==> src/rtl/pd_pkg.sv <==
// pd5 shared types: access sizes, M-stage state, E->M bundle.
// Also holds data-memory map defaults and address checks.
package pd_pkg;

  localparam logic [1:0] SZ_B = 2'b00;
  localparam logic [1:0] SZ_H = 2'b01;
  localparam logic [1:0] SZ_W = 2'b10;

  localparam logic [31:0] DEF_MEM_BASE  = 32'h0100_0000;
  localparam int unsigned DEF_MEM_DEPTH = 1048576;

  typedef enum logic [1:0] {
    EMPTY = 2'd0,
    ALU   = 2'd1,
    BUSY  = 2'd2
  } mem_state_t;

  typedef struct packed {
    logic [31:0] pc;
    logic [31:0] alu;
    logic [31:0] rs2;
    logic [4:0]  rd;
    logic        wb_en;
    logic        mem_en;
    logic        mem_rw;
    logic [1:0]  size;
    logic        uns;
  } ex_mem_t;

  // Size 11 is never legal, so it is reported here too.
  function automatic logic bad_align(
    input logic [1:0] sz,
    input logic [1:0] lo
  );
    logic r;
    r = 1'b1;
    if (sz == SZ_B)      r = 1'b0;
    else if (sz == SZ_H) r = lo[0];
    else if (sz == SZ_W) r = |lo;
    return r;
  endfunction

  // 33-bit compare: base+depth may sit at 2^32.
  function automatic logic in_range(
    input logic [31:0] a,
    input logic [31:0] base,
    input logic [32:0] depth
  );
    logic [32:0] lo_b;
    logic [32:0] hi_b;
    lo_b = {1'b0, base};
    hi_b = lo_b + depth;
    return ({1'b0, a} >= lo_b) &&
           ({1'b0, a} < hi_b);
  endfunction

endpackage

==> src/rtl/lsu_align.sv <==
// Byte-lane steering: store enables/data, misalign flag, load extract.
// Ports: size, addr_lo, st_data, rdata, uns -> be, wdata, misalign, ld_data.
module lsu_align
  import pd_pkg::*;
(
  input  logic [1:0]  size,
  input  logic [1:0]  addr_lo,
  input  logic [31:0] st_data,
  input  logic [31:0] rdata,
  input  logic        uns,
  output logic [3:0]  be,
  output logic [31:0] wdata,
  output logic        misalign,
  output logic [31:0] ld_data
);

  logic [31:0] sh;

  assign misalign = bad_align(size, addr_lo);
  assign sh = rdata >> {addr_lo, 3'b000};

  always_comb begin
    be      = 4'b0000;
    wdata   = st_data;
    ld_data = sh;
    unique case (1'b1)
      (size == SZ_B): begin
        be    = 4'b0001 << addr_lo;
        wdata = {4{st_data[7:0]}};
        ld_data = uns ?
          {24'b0, sh[7:0]} :
          {{24{sh[7]}}, sh[7:0]};
      end
      (size == SZ_H): begin
        be    = addr_lo[1] ? 4'b1100 : 4'b0011;
        wdata = {2{st_data[15:0]}};
        ld_data = uns ?
          {16'b0, sh[15:0]} :
          {{16{sh[15]}}, sh[15:0]};
      end
      (size == SZ_W): begin
        be = 4'b1111;
      end
      default: begin
        be = 4'b0000;
      end
    endcase
  end

endmodule

==> src/rtl/mem_stage.sv <==
// pd5 M stage: latches E, runs dmem req/ack, extends loads, feeds W.
// Ports: E-side *_x + m_ready, dmem_* handshake, pc_m/alu_m probes, W-side *_w.
module mem_stage
  import pd_pkg::*;
#(
  parameter logic [31:0] MEM_BASE  = DEF_MEM_BASE,
  parameter int unsigned MEM_DEPTH = DEF_MEM_DEPTH
) (
  input  logic        clock,
  input  logic        reset,
  input  logic        x_valid,
  output logic        m_ready,
  input  logic [31:0] pc_x,
  input  logic [31:0] alu_x,
  input  logic [31:0] rs2_x,
  input  logic [4:0]  rd_x,
  input  logic        wb_en_x,
  input  logic        mem_en_x,
  input  logic        mem_rw_x,
  input  logic [1:0]  access_size_x,
  input  logic        unsigned_x,
  output logic        dmem_req,
  output logic        dmem_we,
  output logic [31:0] dmem_addr,
  output logic [31:0] dmem_wdata,
  output logic [3:0]  dmem_be,
  input  logic        dmem_ack,
  input  logic [31:0] dmem_rdata,
  output logic [31:0] pc_m,
  output logic [31:0] alu_m,
  output logic        w_valid,
  output logic [31:0] pc_w,
  output logic        write_enable_w,
  output logic [4:0]  rd_w,
  output logic [31:0] data_rd_w,
  output logic        fault_w
);

  localparam logic [32:0] DEPTH33 = 33'(MEM_DEPTH);

  mem_state_t state_q;
  mem_state_t state_d;
  ex_mem_t    m_q;

  logic        fault_x;
  logic        fault_m;
  logic        misalign_m;
  logic        m_done;
  logic        accept;
  logic        is_load_m;
  logic [3:0]  be_m;
  logic [31:0] wdata_m;
  logic [31:0] ld_m;

  lsu_align u_align (
    .size     (m_q.size),
    .addr_lo  (m_q.alu[1:0]),
    .st_data  (m_q.rs2),
    .rdata    (dmem_rdata),
    .uns      (m_q.uns),
    .be       (be_m),
    .wdata    (wdata_m),
    .misalign (misalign_m),
    .ld_data  (ld_m)
  );

  // Fault must be known at accept to pick BUSY vs ALU.
  assign fault_x = mem_en_x &&
    (bad_align(access_size_x, alu_x[1:0]) ||
     !in_range(alu_x, MEM_BASE, DEPTH33));

  assign fault_m = m_q.mem_en &&
    (misalign_m ||
     !in_range(m_q.alu, MEM_BASE, DEPTH33));

  assign is_load_m = m_q.mem_en && !m_q.mem_rw && !fault_m;

  // An ack outside BUSY never completes anything.
  assign m_done = (state_q == ALU) ||
                  ((state_q == BUSY) && dmem_ack);
  assign m_ready = (state_q == EMPTY) || m_done;
  assign accept  = x_valid && m_ready;

  always_ff @(posedge clock) begin
    if (reset) state_q <= EMPTY;
    else       state_q <= state_d;
  end

  always_comb begin
    state_d = state_q;
    if (m_ready) begin
      if (!x_valid)
        state_d = EMPTY;
      else if (mem_en_x && !fault_x)
        state_d = BUSY;
      else
        state_d = ALU;
    end
  end

  always_comb begin
    dmem_req   = (state_q == BUSY);
    dmem_we    = dmem_req && m_q.mem_rw;
    dmem_addr  = dmem_req ? {m_q.alu[31:2], 2'b00} : 32'h0;
    dmem_wdata = (dmem_req && m_q.mem_rw) ? wdata_m : 32'h0;
    dmem_be    = dmem_req ? be_m : 4'b0000;
    pc_m       = m_q.pc;
    alu_m      = m_q.alu;
  end

  always_ff @(posedge clock) begin
    if (reset) begin
      m_q <= '0;
    end else if (accept) begin
      m_q <= '{
        pc:     pc_x,
        alu:    alu_x,
        rs2:    rs2_x,
        rd:     rd_x,
        wb_en:  wb_en_x,
        mem_en: mem_en_x,
        mem_rw: mem_rw_x,
        size:   access_size_x,
        uns:    unsigned_x
      };
    end
  end

  always_ff @(posedge clock) begin
    if (reset) begin
      w_valid        <= 1'b0;
      pc_w           <= 32'h0;
      write_enable_w <= 1'b0;
      rd_w           <= 5'd0;
      data_rd_w      <= 32'h0;
      fault_w        <= 1'b0;
    end else if (m_done) begin
      w_valid <= 1'b1;
      pc_w    <= m_q.pc;
      rd_w    <= m_q.rd;
      fault_w <= fault_m;
      write_enable_w <= m_q.wb_en && !fault_m &&
                        (m_q.rd != 5'd0) &&
                        !(m_q.mem_en && m_q.mem_rw);
      data_rd_w <= is_load_m ? ld_m : m_q.alu;
    end else begin
      w_valid        <= 1'b0;
      write_enable_w <= 1'b0;
      fault_w        <= 1'b0;
    end
  end

endmodule

==> config.mk <==
export PLATFORM = sky130hd
export DESIGN_NAME = mem_stage
export DESIGN_NICKNAME = d
export VERILOG_FILES = /design/src/rtl/pd_pkg.sv /design/src/rtl/lsu_align.sv /design/src/rtl/mem_stage.sv
export SDC_FILE = /design/constraint.sdc
export NUM_CORES = 1
export LEC_CHECK = 0
export BUFFER_PORTS_ARGS = -buffer_cell sky130_fd_sc_hd__buf_2
export CAP_MARGIN = 20
export CORE_MARGIN = 1.5
export CORE_UTILIZATION = 48
export CTS_CLUSTER_DIAMETER = 150
export CTS_CLUSTER_SIZE = 25
export DETAILED_ROUTE_END_ITERATION = 12
export GPL_TIMING_DRIVEN = 1
export PLACE_DENSITY_LB_ADDON = 0.3
export SLEW_MARGIN = 20
export SYNTH_ARGS = -nofsm -noshare
export SYNTH_HDL_FRONTEND = slang
export SYNTH_SLANG_ARGS = --single-unit
==> constraint.sdc <==
create_clock -name clock -period 2.2 [get_ports clock]
set_input_delay 0 -clock clock [delete_from_list [all_inputs] [get_ports clock]]
set_output_delay 0 -clock clock [all_outputs]
set_load 0.02 [all_outputs]
==> results.toml, run 1 <==
[hold_path]
holdCritPathClass = "in -> reg"
worstHoldStart = "dmem_rdata[23]"

[floorplanning]
core_area_um2 = 17200
start_util_pct = 48.8
die-area_um2 = 18300
io_pins = 350
die_width_um = 135
fp.dieH_um = 135
rows = 48

[global_routing]
overflow = 0
grt_pass1_wl_mm = 44.3
grt_max_degree = 71
antenna_found_initial = 0
grt_pass1_vias = 8439
grt_usage_pct = 30.9

[logic_synthesis]
syn_inst = 1086
yosys_warnings = 0
syn-cell-area_um2 = 8380
postSynth.asyncResetShare_pct = 0
synth_cell_types = 53
avgSynthCellArea_um2 = 7.72
synth-seq-cells = 181
synthFlopType = "dfxtp_1"
ys_seq_area_share_pct = 43.2
synth-edff-count = 0

[detailed_routing]
avgRoutedWirePerCell_um = 17.0
drcViolationCount = 0
vias_per_cell = 5.30
vias = 9039
dr.first_iter.drc_count = 647
ant_nets = 0
drt-total-wl_mm = 29.0
firstDrtPassIters = 5

[sta]
fmax_mhz = 482
slew_headroom_pct = 64.5
whs_ns = 0.0385
finalSetupViolations = 0
maxSlewViolCount = 0
worst_slew_pin_slew_ns = 0.531
skew_ns = 0.00913
final_hold_viol_count = 0
layout_min_cycle_time_ns = 2.07
finalCritPeriodShare_pct = 94.3
finalSetupTns_ns = 0
grt_setup_unrepaired = "no"
worst_slack_ns = 0.126

[clocking]
cts_root_buffer = "clkbuf_16"
cts.clk_slew.worst_paths_ns = 0.07
postCtsSetupBuffers = 0
clock_path_buffers = 2
cts_tree = "yes"
numCtsBuffers = 17
numClockSinks = 181
h-tree-depth = 4
clock_latency_ns = 0.42

[critical_path]
worstSetupEndpointType = "output pin"
cp_cell_sequence = "nor2b_2 > buf_4 > nand2_1 > buf_4 > a21oi_1 > buf_2"
path_class = "reg -> out"
worst_ep_arrival_time_ns = 2.07
critPathMaxStageDelay_ns = 0.46
cp_common_cell = "buf_4"
required_ns = 2.20
cpMaxStageDelayCell = "dfxtp_1"
crit_path_start_kind = "flip-flop"
r2r_start = "alu_m[1]$_SDFFE_PP0P_"
cp_max_fo = 25
cp-startpoint = "state_q[1]$_SDFFE_PP0N_"

[final_layout]
n_antenna_cell = 0
fin_nets = 1611
final_common_cell = "buf_2"
syn_to_final_growth_pct = 40.7
layout-drive-gt1-share_pct = 30.8
layout_common_cells = "buf_2, nand2_1, dfxtp_1"
instances_no_fill = 1706

[power_and_ir_drop]
power_density_nw_per_um2 = 675
ir_worst_vdd_uv = 526
p_leak_uw = 0.00538
p_total_uw = 7950

[placement]
dp_hpwl_mm = 19.1
place_worst_setup_slack_ns = 0.188
place_congestion = 0.933
io_buffers = 347
place_inst = 1552

[run_status]
outcome = "complete, no violations"

[run]
drv_cap = 0
-- Yosys cell counts (2+ instances only) --
cell type | instances | area (µm²)
buf_1 | 4 | 15.0
buf_4 | 69 | 518
nor2_1 | 49 | 184
clkbuf_1 | 53 | 199
a21oi_1 | 175 | 876
a211oi_1 | 14 | 105
nand2_1 | 338 | 1270
dfxtp_1 | 181 | 3620
a21boi_1 | 5 | 37.5
a21oi_2 | 13 | 114
nor2b_1 | 4 | 25.0
buf_2 | 15 | 75.1
o221ai_1 | 15 | 131
and3_1 | 9 | 56.3
o31ai_1 | 2 | 15.0
nand2b_1 | 2 | 12.5
nor4_2 | 2 | 25.0
nor4b_1 | 2 | 17.5
nor3_1 | 4 | 20.0
o21ai_0 | 3 | 15.0
nor2_2 | 2 | 12.5
mux2_2 | 9 | 101
o21ai_1 | 10 | 50.1
nor3_2 | 2 | 20.0
inv_1 | 6 | 22.5
a31oi_1 | 6 | 37.5
and2_1 | 31 | 194
mux2i_1 | 29 | 290
a22oi_1 | 7 | 52.6
o211ai_1 | 2 | 15.0
-- timing repair --
action                                  in CTS  in global routing
resized for setup                            0                  1
hold buffers                               122                  0
endpoints found under the setup margin       0                  2
hold endpoints to repair                   122                  0
-- layer usage --
layer	GRT usage, %	part of all wire, %	vias to the layer above
met3	5.84	7.6	61
met1	38.5	41	4202
met5	0	0	-
met2	52.8	49	448
li1	-	-	4328
met4	11.9	2.8	0
-- area by class of cell --
| cell class | instances | area (µm²) |
|---|---|---|
| Multi-Input combinational cell | 757 | 3950 |
| Inverter | 7 | 26.3 |
| Fill cell | 1371 | 5380 |
| Clock inverter | 14 | 165 |
| Timing Repair Buffer | 504 | 3310 |
| Clock buffer | 18 | 439 |
| Tap cell | 225 | 282 |
| Sequential cell | 181 | 3620 |
-- power breakdown --
group	internal, µW	leakage, µW	switching [µW]
clock	1740	0.000290	1390
sequential	3430	0.00148	129
combinational	545	0.00361	715
total	5720	0.00538	2230
-- kinds of logic (layout without fill, tap and decap cells) --
group                  Yosys count  count (layout)  share of synthesized area, %
other                            1               2                        0.0447
DFF                            181             181                          43.2
AOI/OAI and AO/OA              262             262                          18.8
buffers and inverters          149             543                          10.1
and+or+nand+nor                453             453                          22.8
muxes                           40              40                          5.07
-- critical path: cells and delay by family, from the launching register on --
family	cells	cell delay [ns]
buf+inv	3	0.64
compound gates	1	0.25
flops	1	0.46
simple gates	2	0.30
-- path summary, 6_finish.rpt --
kind	to	slack (ns)	depth (start not counted)
setup reg to reg	data_rd_w[30]$_SDFFE_PP0N_	0.22	6
hold reg to reg	pc_w[18]$_SDFFE_PP0N_	0.45	2
setup / recovery	dmem_wdata[11]	0.13	6
hold / removal	data_rd_w[23]$_SDFFE_PP0N_	0.04	4
-- state kept, by name (all words and copies together), names as in the netlist, 2 cells and up --
| register | count |
|---|---|
| pc_w | 32 |
| m_q | 43 |
| data_rd_w | 32 |
| pc_m | 32 |
| alu_m | 32 |
| state_q | 2 |
| rd_w | 5 |
-- metrics by stage --
| step | cell area (µm²) | utilization (%) |
|---|---|---|
| 2_1_floorplan | 8390 | - |
| 3_3_place_gp | 9960 | 58.0 |
| 3_5_place_dp | 9960 | 58.0 |
| 4_1_cts | 11800 | 68.6 |
| 5_1_grt | 11800 | 68.7 |
| 6_report | 11800 | 68.7 |
Note: power is estimated with default switching activity, not from simulation.
==> inputs of run 2 (changes only) <==
--- a/config.mk
+++ b/config.mk
@@ -5,10 +5,13 @@
 export SDC_FILE = /design/constraint.sdc
 export NUM_CORES = 1
 export LEC_CHECK = 0
-export BUFFER_PORTS_ARGS = -buffer_cell sky130_fd_sc_hd__buf_2
+export BUFFER_PORTS_ARGS = -buffer_cell sky130_fd_sc_hd__clkbuf_2
 export CAP_MARGIN = 20
+export CELL_PAD_IN_SITES_DETAIL_PLACEMENT = 1
+export CELL_PAD_IN_SITES_GLOBAL_PLACEMENT = 1
+export CORE_ASPECT_RATIO = 1.75
 export CORE_MARGIN = 1.5
-export CORE_UTILIZATION = 48
+export CORE_UTILIZATION = 34
 export CTS_CLUSTER_DIAMETER = 150
 export CTS_CLUSTER_SIZE = 25
 export DETAILED_ROUTE_END_ITERATION = 12
==> results.toml, run 2 (synthesis results as in run 1) <==
[global_routing]
overflow = 0
grt_pass1_vias = 9402
grt_usage_pct = 26.0
grt_pass1_wl_mm = 51.1
grt_max_degree = 144
antenna_found_initial = 0

[floorplanning]
fp.dieH_um = 211
die_width_um = 122
start_util_pct = 34.8
die-area_um2 = 25600
io_pins = 350
core_area_um2 = 24100
rows = 75

[hold_path]
hold_end = "data_rd_w[10]$_SDFFE_PP0N_"
worstHoldPathCells = 5
holdCritPathClass = "in -> reg"
worstHoldStart = "dmem_rdata[10]"

[final_layout]
largest_register_ff_count = 43
design_area_um2 = 12000
largest_register = "m_q"
layout_common_cells = "clkbuf_2, nand2_1, dfxtp_1"
syn_to_final_growth_pct = 42.8
final_common_cell = "clkbuf_2"
fin_nets = 1615
layout-drive-gt1-share_pct = 30.5

[power_and_ir_drop]
power_density_nw_per_um2 = 691
ir_worst_vdd_uv = 540
p_leak_uw = 0.00528

[sta]
finalCritPeriodShare_pct = 93.9
layout_min_cycle_time_ns = 2.06
final_hold_viol_count = 0
worst_slew_pin_slew_ns = 0.687
skew_ns = 0.00688
finalSetupTns_ns = 0
whs_ns = 0.0250
fmax_mhz = 484
slew_headroom_pct = 54.2
grt_setup_unrepaired = "no"
worst_slack_ns = 0.135
finalSetupViolations = 0
maxSlewViolCount = 0

[placement]
post_dp_cell_area_um2 = 10100
place_worst_setup_slack_ns = 0.191
io_buffers = 347
place_congestion = 0.881
dp_hpwl_mm = 22.9

[detailed_routing]
vias_per_cell = 5.04
drt-total-wl_mm = 33.5
drcViolationCount = 0
firstDrtPassIters = 4
vias = 9045
dr.first_iter.drc_count = 390
avgRoutedWirePerCell_um = 18.7
ant_nets = 0

[clocking]
cts.clk_slew.worst_paths_ns = 0.07
cts_tree = "yes"
numCtsBuffers = 17
clock_path_buffers = 2
cts_root_buffer = "clkbuf_16"
numClockSinks = 181
h-tree-depth = 4
postCtsSetupBuffers = 0
clock_latency_ns = 0.45

[critical_path]
r2r_cells = 5
r2r_end = "data_rd_w[13]$_SDFFE_PP0N_"
cp_cell_sequence = "buf_4 > inv_1 > nand2_1 > nand2_1 > a21oi_1 > clkbuf_2"
worstSetupEndpointType = "output pin"
r2r_start = "alu_m[27]$_SDFFE_PP0P_"
rrSetupSlack_ns = 0.19
cp_max_fo = 16
required_ns = 2.20
path_class = "reg -> out"
crit_path_start_kind = "flip-flop"
worst_ep_arrival_time_ns = 2.06
critPathMaxStageDelay_ns = 0.39
cpMaxStageDelayCell = "dfxtp_1"
cp_common_cell = "nand2_1"

[run_status]
outcome = "complete, no violations"

[run]
drv_cap = 0
-- run 2: cell types whose count changed in the layout (fill, tap and decap cells not counted), moves of 2 or more --
cell,change
buf_2,-346
clkbuf_2,+346
dlygate4sd3_1,+5
inv_6,-2
bufinv_16,+3
inv_8,-3
clkbuf_1,+2
-- run 2: routing by layer --
| layer | vias up | wire length [µm] | GRT usage (%) |
|---|---|---|---|
| li1 | 4326 | - | - |
| met5 | - | 0 | 0 |
| met3 | 84 | 1420 | 5.45 |
| met4 | 0 | 1550 | 13.4 |
| met2 | 281 | 17400 | 47.0 |
| met1 | 4354 | 13100 | 28.1 |
-- run 2: worst max-delay path by stage --
stage / from / end / slack, ns
after global routing: alu_m[27]$_SDFFE_PP0P_ / data_rd_w[13]$_SDFFE_PP0N_ / 0.03
final: m_q[1]$_SDFFE_PP0P_ / dmem_wdata[9] / 0.14
after detailed placement: alu_m[27]$_SDFFE_PP0P_ / data_rd_w[13]$_SDFFE_PP0N_ / 0.19
after floorplan: alu_m[1]$_SDFFE_PP0P_ / data_rd_w[19]$_SDFFE_PP0N_ / 0.45
after global placement: alu_m[27]$_SDFFE_PP0P_ / data_rd_w[13]$_SDFFE_PP0N_ / 0.22
after CTS: m_q[1]$_SDFFE_PP0P_ / dmem_wdata[12] / 0.08
-- run 2: report_power, final --
group | switching [µW] | internal (µW) | total [µW]
Sequential | 136 | 3430 | 3570
Clock | 1370 | 2050 | 3420
Combinational | 741 | 545 | 1290
Total | 2250 | 6030 | 8270
-- run 2: area by class of cell --
type / instances / area (µm²)
diodes: 1 / 2.50
clock buffers: 20 / 447
clock inverters: 12 / 200
fillers: 2984 / 12100
inverters: 7 / 26.3
multi-input cells: 757 / 3950
flip-flops and latches: 181 / 3620
well taps: 308 / 385
repair buffers: 508 / 3340
-- run 2: worst max-delay path, delay by kind of cell (launching register included) --
kind	cells	cell delay, ns
AOI/OAI and AO/OA	1	0.24
buffers and inverters	3	0.63
DFF	1	0.39
and+or+nand+nor	2	0.35
-- run 2: timing repair --
action | in CTS | in global routing
hold endpoints to repair | 126 | 0
hold buffers | 127 | 0
gates resized for setup | 0 | 0
endpoints found under the setup margin | 0 | 0
-- run 2: metrics by stage --
step / total power [µW] / std cells / utilization [%]
global placement: 4710 / 1634 / 41.7
detailed placement: 4730 / 1634 / 41.7
CTS: 8360 / 1793 / 49.6
global route: 8610 / 1793 / 49.6
finish: 8270 / 1794 / 49.7
floorplan: 4320 / 1087 / -
